==> config.mk <==
export PLATFORM = sky130hd
export DESIGN_NAME = fifo_axis_upsizer
export DESIGN_NICKNAME = d
export VERILOG_FILES = /design/src/rtl/fifo_axis_upsizer.sv
export SDC_FILE = /design/constraint.sdc
export NUM_CORES = 1
export LEC_CHECK = 0
export CAP_MARGIN = 10
export CORE_ASPECT_RATIO = 1.75
export CORE_MARGIN = 2
export CORE_UTILIZATION = 46
export CTS_BUF_LIST = sky130_fd_sc_hd__clkbuf_4 sky130_fd_sc_hd__clkbuf_8
export DETAILED_ROUTE_END_ITERATION = 12
export GPL_TIMING_DRIVEN = 0
export PLACE_DENSITY = 0.86
export RECOVER_POWER = 25
export SYNTH_ARGS = -nofsm -noshare
export SYNTH_HDL_FRONTEND = slang
export SYNTH_SLANG_ARGS = --single-unit
==> constraint.sdc <==
create_clock -name aclk -period 1.8 [get_ports aclk]
set_clock_uncertainty 0.1 [all_clocks]
set_input_delay 0.27 -clock aclk [delete_from_list [all_inputs] [get_ports aclk]]
set_output_delay 0.27 -clock aclk [all_outputs]
set_load 0.01 [all_outputs]
==> src/rtl/fifo_axis_upsizer.sv <==
// Packs RATIO first-word-fall-through FIFO words into one AXI-Stream beat with tkeep/tlast.
// Optional idle-timeout close of partial beats: define FIFO_AXIS_UPSIZER_TIMEOUT_EN.
module fifo_axis_upsizer #(
    parameter int DATA_WIDTH = 8,
    parameter int RATIO      = 4,
    parameter int PKT_BEATS  = 16,
    parameter int TIMEOUT    = 64
) (
    input  logic                        aclk,
    input  logic                        aresetn,
    input  logic [DATA_WIDTH-1:0]       fifo_data,
    input  logic                        fifo_empty,
    output logic                        fifo_pull,
    input  logic                        flush,
    output logic                        m_axis_tvalid,
    input  logic                        m_axis_tready,
    output logic [DATA_WIDTH*RATIO-1:0] m_axis_tdata,
    output logic [RATIO-1:0]            m_axis_tkeep,
    output logic                        m_axis_tlast
);

    localparam int CW = $clog2(RATIO) + 1;
    localparam int BW = $clog2(PKT_BEATS) + 1;
    localparam logic [CW-1:0] LAST_SLOT = CW'(RATIO - 1);
    localparam logic [BW-1:0] LAST_BEAT = BW'(PKT_BEATS - 1);

    if (RATIO < 2 || PKT_BEATS < 1 || TIMEOUT < 1) begin : g_bad_cfg
        $error("fifo_axis_upsizer: RATIO must be >= 2, PKT_BEATS and TIMEOUT >= 1");
    end

    typedef enum logic {FILL, SEND} state_t;

    state_t          state;
    state_t          state_nxt;
    logic [CW-1:0]   cnt;
    logic [BW-1:0]   beat_cnt;
    logic            pull;
    logic            close_req;
    logic            close_now;
    logic            go_send;
    logic            timeout_hit;

    always_comb begin
        state_nxt = state;
        pull      = 1'b0;
        close_now = 1'b0;
        go_send   = 1'b0;
        case (state)
            FILL: begin
                pull      = aresetn && !fifo_empty;
                // a word pulled in the closing cycle joins the closed beat
                close_now = close_req && ((cnt != '0) || pull);
                go_send   = close_now || (pull && (cnt == LAST_SLOT));
                if (go_send) state_nxt = SEND;
            end
            SEND: begin
                if (m_axis_tready) state_nxt = FILL;
            end
            default: state_nxt = FILL;
        endcase
    end

    always_ff @(posedge aclk) begin
        if (!aresetn) state <= FILL;
        else          state <= state_nxt;
    end

`ifdef FIFO_AXIS_UPSIZER_TIMEOUT_EN
    localparam int IW = $clog2(TIMEOUT) + 1;
    logic [IW-1:0] idle_cnt;

    always_ff @(posedge aclk) begin
        if (!aresetn)
            idle_cnt <= '0;
        else if (state != FILL || pull || go_send)
            idle_cnt <= '0;
        else if (cnt != '0 && fifo_empty)
            idle_cnt <= idle_cnt + IW'(1);
    end

    assign timeout_hit = (state == FILL) && (cnt != '0) && (idle_cnt == IW'(TIMEOUT - 1));
`else
    assign timeout_hit = 1'b0;
`endif

    assign close_req = flush || timeout_hit;

    // beat assembly and output hold
    always_ff @(posedge aclk) begin
        if (!aresetn) begin
            cnt          <= '0;
            beat_cnt     <= '0;
            m_axis_tdata <= '0;
            m_axis_tkeep <= '0;
            m_axis_tlast <= 1'b0;
        end else if (state == FILL) begin
            if (pull) begin
                for (int i = 0; i < RATIO; i++) begin
                    if (cnt == CW'(i)) begin
                        m_axis_tdata[i*DATA_WIDTH +: DATA_WIDTH] <= fifo_data;
                        m_axis_tkeep[i]                          <= 1'b1;
                    end
                end
                cnt <= cnt + CW'(1);
            end
            if (go_send) m_axis_tlast <= close_now || (beat_cnt == LAST_BEAT);
        end else if (m_axis_tready) begin
            m_axis_tdata <= '0;
            m_axis_tkeep <= '0;
            m_axis_tlast <= 1'b0;
            cnt          <= '0;
            beat_cnt     <= m_axis_tlast ? '0 : beat_cnt + BW'(1);
        end
    end

    assign fifo_pull     = pull;
    assign m_axis_tvalid = (state == SEND);

endmodule
==> After elaboration in Yosys (flattened, before gate mapping) <==
Cells that the tools add are included.
{ "op_classes": {"add_sub_neg": 2, "eq_ne": 5, "n_mux": 27, "n_bitwise": 1, "n_reduce_logical": 22} }
{ "op_table": {"columns": ["op", "count"], "rows": [
  ["32-bit 2-to-1 mux", 3],
  ["8-bit 2-to-1 mux", 4],
  ["1-bit 2-to-1 mux", 12],
  ["4-bit 2-to-1 mux", 3],
  ["3-bit AND reduction", 4],
  ["2-bit nonzero test", 6],
  ["3-bit 2-to-1 mux", 3],
  ["3-bit by 2-bit == test with 1-bit output (second input constant)", 2],
  ["2-bit AND reduction", 3],
  ["5-bit by 1-bit adder with 5-bit output (second input constant)", 1],
  ["5-bit by 4-bit == test with 1-bit output (second input constant)", 1],
  ["5-bit 2-to-1 mux", 1],
  ["3-bit by 1-bit adder with 3-bit output (second input constant)", 1],
  ["3-bit by 1-bit == test with 1-bit output (second input constant)", 1],
  ["1-bit logical AND", 3],
  ["3-bit zero test", 1],
  ["1-bit logical OR", 3],
  ["3-bit nonzero test", 1],
  ["2-bit inequality test (second input constant)", 1],
  ["1-bit one-hot mux with 2 select lines", 1],
  ["1-bit zero test", 1],
  ["1-bit NOT", 1]
]} }
{ "totals": {"ff_bits": 46, "input_bits": 13, "out_inout_bits": 39, "elab_cells": 69} }

==> Logic depth before layout (Yosys ltp) <==
{ "logic_depth": {"word_depth": 8, "mapped_depth": 6, "ltp_nobuf": 5} }

==> Least setup slack after synthesis <==
Ideal clock, no wire load.
{ "synth_timing": {"path_type": "register to register", "startpoint": "register beat_cnt[0]", "endpoint": "register beat_cnt[4]", "setup_ps": 72, "arrival_time_ps": 1409, "t_required_ps": 1628, "slack_ps": 220, "stages_incl_launch_ff": 6, "n_path_buf": 0, "period_less_slack_ps": 1580, "path_cell_list": "dfxtp_1 ha_1 and3_1 ha_1 or3_1 a21oi_1"} }
{ "synth_via": {"elab_chain_cells": 2} }
{ "synth_rtl": {"columns": ["element", "line", "text"], "rows": [
  ["from (decl)", "36", "logic [BW-1:0] beat_cnt;"],
  ["from (signal assigned)", "112", "beat_cnt <= m_axis_tlast ? '0 : beat_cnt + BW'(1);"],
  ["5-bit by 1-bit adder with 5-bit output", "112", null],
  ["5-bit 2-to-1 mux", "112", null]
]} }
No other way between the ends.
A chain may end at the register's enable or synchronous reset.

==> Worst setup path after layout <==
{ "layout_timing": {"startpoint": "register m_axis_tlast", "endpoint": "output port m_axis_tlast"} }
{ "layout_lines": {"columns": ["element", "line", "text"], "rows": [
  ["from (decl)", "19", "output logic m_axis_tlast"],
  ["from (signal assigned)", "106", "if (go_send) m_axis_tlast <= close_now || (beat_cnt == LAST_BEAT);"]
]} }
No word-level cell between the ends.

==> out/summary.txt <==
Worst-path fanout max - 9
Maximum capacitance violations - 0
Endpoints failing hold - 0
Gpl congestion - 0.779
Port bufs - 51
LEAKAGE - 1.11 nW
Layout cells sized above 1 - 0.0960
DR vias - 1611
Worst endpoint required time - 1.43 ns
Core ar. - 3870 um2
WHS - 0.350 ns
Detail Route Antenna Nets - 0
EDFF count, synth - 0
Clk sink count - 46
Pre-Repair DR Iteration Count - 4
Die W - 52.0 um
Switching power - 538 uW
Gate power share - 0.132
Clock latency at the later pin of the worst-skew pair - 0.31 ns
Count leader, synth - dfxtp_1
Initial DRC count - 25
Total chip power - 2.08 mW
Top cells by count, synth - dfxtp_1 (46), nand2_1 (40), mux2i_1 (17), o21ai_0 (10), nand3_1 (9)
Nature of the critical path startpoint - flop
Switch share - 0.259
# IOs - 52
Die footprint - 4570 um2
Vias per cell - 5.41
Initial antenna violation count - 0
CP startpoint - m_axis_tlast
Post-route DRC - 0
Grt ovf - 0
Worst path bufs/invs - 1
Fin crit period - 1.79 ns
Placed Instance Area - 2420 um2
Fill cells - 329
Net count after synthesis - 211
Crit path kind - flop to output port
Top_reg_cell synth - dfxtp_1
DPL Wire Length - 3190 um
H-tree depth - 2
Crit share post-route - 0.996
Critical Path AT - 1.42 ns
Crit path to - m_axis_tlast
Worst r2r path cells - 5
Power per cell area - 813 nW/um2
Slew headroom - 0.717
Ranking of synthesized cells by area - dfxtp_1 (50%), mux2i_1 (9.2%), nand2_1 (8.1%)
Root buffer cell - clkbuf_8
Leading area contributor after synthesis - dfxtp_1
Slowest CP cell - clkdlybuf4s50_1
Seq/Total Area, Yosys - 0.497
DR WL/cell - 15.1 um
CTS Buf Count - 5
Setup bufs post-CTS - 0
VDD IR max - 0.575 mV
Final-report setup violation count - 0
Yosys cell types - 34
Syn_area_per_cell - 9.70 um2
Fmax - 558 MHz
Critical Path Max Stage Delay - 0.60 ns
Critical Path, Cell by Cell - clkdlybuf4s50_1
Yosys Warn Count - 0
CTS tree - done
Gr usage total - 0.215
Final-stage net count - 269
Longest Clk Path Bufs - 2
Vias in the first global route - 1594
Status - finished clean
Clock share of power - 0.345
CP top delay family - buffers and inverters
Ys async rst share - 0
Crit. End Element - output port
Initial Util - 0.479
Slew of the pin with the lowest slew margin - 0.425 ns
Area share of the largest cell type after synthesis - 0.497
Critical R2R Launch - beat_cnt[0]
First-pass GRT wire length - 7110 um
R2R setup slack - 0.10 ns
Register share of total power - 0.522
Int Pwr - 1.54 mW
Die height - 87.9 um
Register clock-pin slew on the reported worst setup and hold paths - 0.08 ns
# diodes - 0
Pin count of the biggest net entering global routing - 15
#FFs+latches synth - 46
Cell count along the critical path - 1
Synth Instances - 191
RR Endpoint - beat_cnt[4]
Mapped cell area - 1850 um2
Final Max Slew Viols - 0
Area delta synth->final - 37.8%
Final non-filler cell area - 2550 um2
Drt total wl - 4510 um
Hold crit path type - flop to flop
Cts hold-fix bufs - 0
FP Rows - 30
-- per-stage QoR --
step                      instances  utilization  setup TNS, ns  setup slack, ns
after global placement          290        0.627          -2.77           -0.487
after detailed placement        290        0.627          -2.93           -0.504
after floorplan                 191            -              0            0.220
after CTS                       298        0.659              0          0.00700
after global routing            298        0.660        -0.0304          -0.0115
final                           298        0.660              0          0.00726
-- metal layers --
layer  global-route usage  up-vias  share of wire
met5                    0        -              0
met4                0.139        0          0.037
met3               0.0546       14          0.047
met2                0.364       60           0.53
met1                0.230      756           0.39
li1                     -      781              -
-- worst min-delay path by stage --
stage / to / start / slack [ns] / cells past startpoint
2_1_floorplan: cnt[0] / fifo_empty / 0.26 / 1
3_3_place_gp: m_axis_tkeep[0] / m_axis_tkeep[0] / 0.34 / 2
3_5_place_dp: m_axis_tkeep[0] / m_axis_tkeep[0] / 0.34 / 2
4_1_cts: m_axis_tkeep[0] / m_axis_tkeep[0] / 0.35 / 2
5_1_grt: m_axis_tkeep[0] / m_axis_tkeep[0] / 0.38 / 2
6_report: m_axis_tkeep[0] / m_axis_tkeep[0] / 0.35 / 2
-- logic make-up after synthesis --
group,Yosys count,synth area share
AND/OR/NAND/NOR,71,0.198
flip-flops,46,0.497
adder cells (fa/ha/maj),7,0.0473
buffers and inverters,17,0.0446
multiplexers,17,0.0919
AO/OA/AOI/OAI,33,0.121
-- flip-flops by register name (all words and copies together), names as in the netlist --
register and cells:
m_axis_tvalid 1, m_axis_tlast 1, cnt 3, beat_cnt 5, m_axis_tkeep 4, m_axis_tdata 32
-- layout by cell type, fill, tap and decap left out, types with 2 or more instances in the layout --
| master | count |
|---|---|
| clkbuf_8 | 7 |
| nand3b_1 | 4 |
| inv_1 | 5 |
| buf_2 | 3 |
| mux2i_1 | 17 |
| or3_1 | 2 |
| nand3_1 | 9 |
| a31oi_1 | 2 |
| ha_1 | 7 |
| dlygate4sd3_1 | 14 |
| a21o_1 | 2 |
| nor2_1 | 3 |
| clkdlybuf4s50_1 | 35 |
| a32o_1 | 7 |
| a21oi_1 | 7 |
| clkbuf_1 | 2 |
| buf_4 | 3 |
| o21ai_0 | 10 |
| dfxtp_1 | 45 |
| nand2_1 | 41 |
| nand2_4 | 2 |
-- worst reg2reg max path: stages, from the launching register on --
cell and delay (ns):
dfxtp_1 0.36, ha_1 0.24, and3_1 0.19, ha_1 0.26
or3_1 0.34, a21oi_1 0.14
-- power groups by stage --
stage                     Sequential, mW  Clock, mW  Combinational [mW]
after global routing                1.09      0.762               0.300
after CTS                           1.08      0.725               0.282
after global placement              1.10          0               0.271
after floorplan                     1.11          0               0.133
final                               1.08      0.717               0.275
after detailed placement            1.11          0               0.276
-- cell type report --
type                            instances  area (um2)  area share
Multi-Input combinational cell        128         858       0.336
Tap cell                               48        60.1      0.0235
Timing Repair Buffer                   51         514       0.202
Buffer                                 11        68.8      0.0270
Clock buffer                            7        96.3      0.0378
Sequential cell                        46         922       0.361
Clock inverter                          1        8.76     0.00343
Inverter                                6        22.5     0.00883
-- timing repair --
| item | in CTS | in global routing |
|---|---|---|
| endpoints found under the setup margin | 1 | 6 |
| gates resized for setup | 7 | 4 |
| pin swaps | 0 | 0 |
(Power assumes the default switching activity.)
==> edit 1 (config.mk and constraints unchanged) <==
The parameter `PKT_BEATS` goes from 16 to 8.
--- a/src/rtl/fifo_axis_upsizer.sv
+++ b/src/rtl/fifo_axis_upsizer.sv
@@ -3,7 +3,7 @@
 module fifo_axis_upsizer #(
     parameter int DATA_WIDTH = 8,
     parameter int RATIO      = 4,
-    parameter int PKT_BEATS  = 16,
+    parameter int PKT_BEATS  = 8,
     parameter int TIMEOUT    = 64
 ) (
     input  logic                        aclk,
Formal check against the unedited RTL: same outputs for any inputs over 10 cycles, from zero or initial values and one cycle with aresetn low; that may be too few to reach the edited logic, so the function may still have changed.
==> edit 1 against the original RTL <==
- global-route usage grew 0.89 points
- largest cell class unchanged
- worst setup slack improved by 0.066 ns
- hold slack better by 0.00070 ns
- total power fell by 3.2%
- synthesized area rose by 1.7%
- cell area up 0.78%
- clock power shrank 11%
- cell count rose by 5.7%
- register-to-register slack lost 0.02 ns
- sequential cell count is 1 lower
- wire length grew 6.3%
- highest routed layer unchanged
==> edit 1: results (changes against the original RTL) <==
* Warnings, synthesis: 0 (unchanged)
- The fraction of the mapped netlist area in compound gates came to 0.181 (+0.0598).
- H-Tree Level Count: 2 (unchanged)
* XOR/XNOR Fraction of Synth Area: 0 (unchanged)
- The number of distinct standard cells referenced by the synthesized netlist is 33 (-2.9%).
* Latest clock arrival within the worst-skew pair: 0.30 ns
- Clock transition at the registers of the reported paths: 0.08 ns (about the same)
- Share of the yosys chip area belonging to registers: 0.478 (-0.0189)
* Detailed Routing Iterations Pass 1: 4 (unchanged)
- The HPWL after detailed placement is 3500 microns (+9.6%).
* Clock tree root buffer cell: clkbuf_8
- Vias: 1756 (+9.0%)
- The pin count of the biggest net entering global routing came to 13 (-2).
* Arithmetic-cell share of the synthesized area counting full adders, half adders and majority gates: 0.0399 (-0.00743)
* Wire length of the first global-routing pass: 7580 microns (+6.6%)
* Largest registers: m_axis_tdata (32), beat_cnt (4), m_axis_tkeep (4)
- Sorting the synthesized cells by how often they occur yields dfxtp_1 (45), nand3_1 (26), a21oi_1 (19).
* Most used flip-flop cell after synthesis: dfxtp_1
- Data arrival time of the critical path: 1.36 ns (-0.06 ns)
- Ranked by total cell area, the synthesized netlist is headed by dfxtp_1 (48%), nand3_1 (6.9%), a21oi_1 (5.0%), ha_1 (4.0%), nand4b_1 (3.7%).
- Maximum clock insertion buffer count: 2 (unchanged)
* Reported leakage power: 1.01 nW (-9.1%)
* Hold WC Path Type: reg -> reg
- The fraction of final layout cells sized beyond drive strength 1 came to 0.0936 (-0.00237).
* Share of flip-flops with an asynchronous set or reset: 0 (unchanged)
- ANT cells: 0 (unchanged)
- Result of the run: completed
* Multiplexer area fraction after synthesis: 0.0106 (-0.0813)
- The count of buffers inserted at the top-level ports is 51 (unchanged).
* Transition time of the tightest slew-check pin: 0.478 ns (+0.0537 ns)
- The initial antenna violation count is 0 (unchanged).
* Cts bufs inserted: 5 (unchanged)
- The number of global-route vias before repair was 1676 (+5.1%).
* Reg2reg setup slack: 0.08 ns (-0.02 ns)
- Net total in the final layout: 286 (+6.3%)
* Crit-path max FO: 10 (+1)
* Number of filler instances in the final layout: 323 (-1.8%)
- The number of nets in the synthesized netlist is 226 (+7.1%).
- Worst vdd ir: 0.000738 V (+28%)
- Routed wire length: 4800 microns (+6.3%)
* First DRT Iteration DRCs: 65 (+160%)
- Aggregate global-route resource usage: 0.224 (+0.00893)
- The global placement routability congestion came to 0.870 (+12%).
edit 1: changes by cell type after synthesis, sizes merged, moves of 3 or more:
| cell | before | now |
|---|---|---|
| mux2i | 17 | 2 |
| o21ai | 10 | 18 |
| clkbuf | 2 | 9 |
| nand3 | 9 | 26 |
| o211ai | 0 | 8 |
| nor2b | 1 | 8 |
| nand2b | 0 | 3 |
| nand4b | 1 | 8 |
| a22o | 1 | 6 |
| nand2 | 43 | 14 |
| a21oi | 7 | 19 |
| a32o | 7 | 0 |
edit 1: path summary, 6_finish.rpt:
check | endpoint | start | cells past startpoint
max | fifo_pull | m_axis_tvalid$_SDFF_PN0_ | 4
min | m_axis_tkeep[1]$_SDFFE_PN0P_ | m_axis_tkeep[1]$_SDFFE_PN0P_ | 1
max reg2reg | m_axis_tdata[4]$_SDFFE_PN0P_ | m_axis_tvalid$_SDFF_PN0_ | 6
min reg2reg | m_axis_tkeep[1]$_SDFFE_PN0P_ | m_axis_tkeep[1]$_SDFFE_PN0P_ | 1
edit 1: repair_timing:
action	CTS	global route
endpoints found under the setup margin	7	23
gates resized for setup	9	6
buffers inserted	3	0
pin swaps	1	0
edit 1: where the power goes:
part	leakage, nW	switching [mW]	internal, mW
clock	0.0477	0.319	0.320
combinational	0.597	0.173	0.140
sequential	0.365	0.0256	1.03
total	1.01	0.517	1.49
edit 1: metal layers:
layer / vias to the layer above / GRT usage / part of all wire
met5: - / 0 / 0
met1: 808 / 0.247 / 0.39
met2: 67 / 0.357 / 0.50
met3: 22 / 0.0524 / 0.057
li1: 859 / - / -
met4: 0 / 0.179 / 0.051
edit 1: per-stage QoR:
stage	hold WS, ns	std cells	setup slack [ns]	utilization	cell area, sq um
6_report	0.351	315	0.0736	0.659	2570
5_1_grt	0.371	315	0.00103	0.659	2570
4_1_cts	0.362	315	0.00162	0.656	2560
3_5_place_dp	0.342	306	-0.601	0.629	2450
3_3_place_gp	0.340	306	-0.584	0.629	2450
2_1_floorplan	0.303	207	0.216	-	1880
edit 1: critical path, cell delays in order (launching register included):
cell and delay [ns]:
dfxtp_2 0.33, buf_6 0.13, or3b_4 0.40, inv_6 0.07, buf_2 0.12
edit 1: cell families (layout without fill, tap and decap cells):
kind of cell,count (synthesis),after routing
fa+ha+maj,6,6
simple gates,74,74
mux,2,2
flops,45,45
buf+inv,23,83
compound gates,57,57
edit 1: layout make-up:
class	instances	share of cell area
plain buffers	16	0.0297
clock buffers	7	0.0350
repair buffers	54	0.204
inverters	6	0.0107
multi-input cells	139	0.345
flip-flops and latches	45	0.351
well taps	48	0.0234
==> edit 2 (same flow settings) <==
Without the edit above. Compare `beat_cnt` against `LAST_BEAT` with >= in place of ==.
--- a/src/rtl/fifo_axis_upsizer.sv
+++ b/src/rtl/fifo_axis_upsizer.sv
@@ -103,7 +103,7 @@
                 end
                 cnt <= cnt + CW'(1);
             end
-            if (go_send) m_axis_tlast <= close_now || (beat_cnt == LAST_BEAT);
+            if (go_send) m_axis_tlast <= close_now || (beat_cnt >= LAST_BEAT);
         end else if (m_axis_tready) begin
             m_axis_tdata <= '0;
             m_axis_tkeep <= '0;
Formal check against the unedited RTL: same outputs for any inputs over 10 cycles, from zero or initial values and one cycle with aresetn low; that may be too few to reach the edited logic, so the function may still have changed.
==> edit 2 against the original RTL <==
- die area grew 13%
- sequential share of layout area is 3.2 points lower
- total power up 2.1%
- synthesized area up 13%
- global-route usage increased by 0.32 points
- register-to-register slack better by 0.07 ns
- worst setup slack gained 0.054 ns
- fmax grew 3.1%
- highest routed layer unchanged
- wire length is 14% higher
- cell area increased by 10%
- non-clock buffer count grew 6
- sequential cell count unchanged
==> edit 2: results (changes against the original RTL) <==
* Non-CTS inverters: 5 (-1)
- The number of signal-net buffers in the layout is 68 (+9.7%).
- Clk cell area share: 0.0401 (-0.00111)
* Crit-path max FO: 6 (-3)
- Worst vdd ir: 0.000668 V (+16%)
- Fraction of cell area in non-clock buffers: 0.215 (-0.0134)
- Final weighted congestion in routability-driven placement: 0.856 (+9.9%)
- Cell variety after synth: 32 (-5.9%)
* Transition time of the tightest slew-check pin: 0.521 ns (+0.0960 ns)
* Reg2reg setup slack: 0.17 ns (+0.07 ns)
* Largest net degree at the start of global routing: 16 (+1)
* Total die area: 5140 sq um (+13%)
- Worst Hold End: m_axis_tkeep[3]$_SDFFE_PN0P_
- Top Family by Delay on Critical Path: simple AND/OR/NAND/NOR gates
* Routed wire length: 5140 microns (+14%)
- Worst slack at placement: -0.508 ns (-0.00380 ns)
* Gate Count Post-Synth: 230 (+20%)
- Net total in the final layout: 309 (+15%)
* Share of the yosys chip area belonging to registers: 0.438 (-0.0589)
- Footprint of the multi-input gates: 1080 sq um (+26%)
- The data arrival time of the worst path came to 1.37 ns (-0.05 ns).
* Worst r2r path cells: 6 (+1)
- The number of standard cells in the final layout excluding fillers was 341 (+14%).
- The fraction of final layout cells sized beyond drive strength 1 came to 0.172 (+0.0764).
- The run finished with clean final reports.
* Gates resized, CTS repair: 9 (+2)
- Number of flip-flops and latches: 46 (unchanged)
- The first-pass GRT wire length came to 8200 microns (+15%).
- Critical path's slowest cell: or3b_4
* Cells taking the most area after synthesis: dfxtp_1 (44%), a21boi_2 (13%), nand3_1 (8.1%), nand2_1 (7.0%), a21boi_1 (4.3%)
* R2R Path End: m_axis_tdata[9]$_SDFFE_PN0P_
- Reported leakage power: 1.01 nW (-9.5%)
- Slowest stage delay, CP: 0.41 ns (-0.19 ns)
* Vias: 1871 (+16%)
* R2r startpoint: m_axis_tvalid$_SDFF_PN0_
- After synthesis, the most frequently instantiated cells are dfxtp_1 (46), nand2_1 (39), nand3_1 (34).
edit 2: changes by cell type after synthesis, moves of 5 or more:
cell      change
nand3_1      +25
a21boi_2     +24
mux2i_1      -17
a21boi_1     +11
a32o_1        -7
clkbuf_1      +7
o21ai_0       -6
nor2b_1       +5
edit 2: worst max path at each step:
stage                                   startpoint                        end  slack, ns
after floorplan           beat_cnt[0]$_SDFFE_PN0P_  m_axis_tlast$_SDFFE_PN0P_       0.32
after global placement                     aresetn                  fifo_pull      -0.52
after detailed placement                   aresetn                  fifo_pull      -0.51
after CTS                 m_axis_tvalid$_SDFF_PN0_                  fifo_pull       0.01
after global routing      m_axis_tvalid$_SDFF_PN0_                  fifo_pull      0.006
final                     m_axis_tvalid$_SDFF_PN0_                  fifo_pull       0.06
edit 2: kinds of logic (layout without fill, tap and decap cells):
kind of cell,count (synthesis),in the layout,synth area share
and+or+nand+nor,104,104,0.248
AOI/OAI and AO/OA,52,52,0.221
DFF,46,46,0.438
buffers and inverters,21,81,0.0506
adders and majority gates,7,7,0.0417
edit 2: power groups by stage:
stage	clock, mW	sequential (mW)	combinational (mW)
after floorplan	0	1.10	0.138
after global placement	0	1.09	0.266
after detailed placement	0	1.09	0.272
after CTS	0.786	1.07	0.274
after global routing	0.826	1.07	0.303
final	0.773	1.07	0.278
edit 2: through the flow:
stage / area [sq um] / hold WS, ns / util
finish: 2810 / 0.364 / 0.638
global placement: 2680 / 0.351 / 0.607
CTS: 2790 / 0.368 / 0.634
floorplan: 2100 / 0.305 / -
global route: 2810 / 0.382 / 0.638
detailed placement: 2680 / 0.355 / 0.607
edit 2: routing by layer:
metal	share of wire	vias to the layer above	global-route usage
met5	0	-	0
met4	0.038	0	0.112
met3	0.052	17	0.0399
met2	0.53	72	0.373
met1	0.38	877	0.242
li1	-	905	-
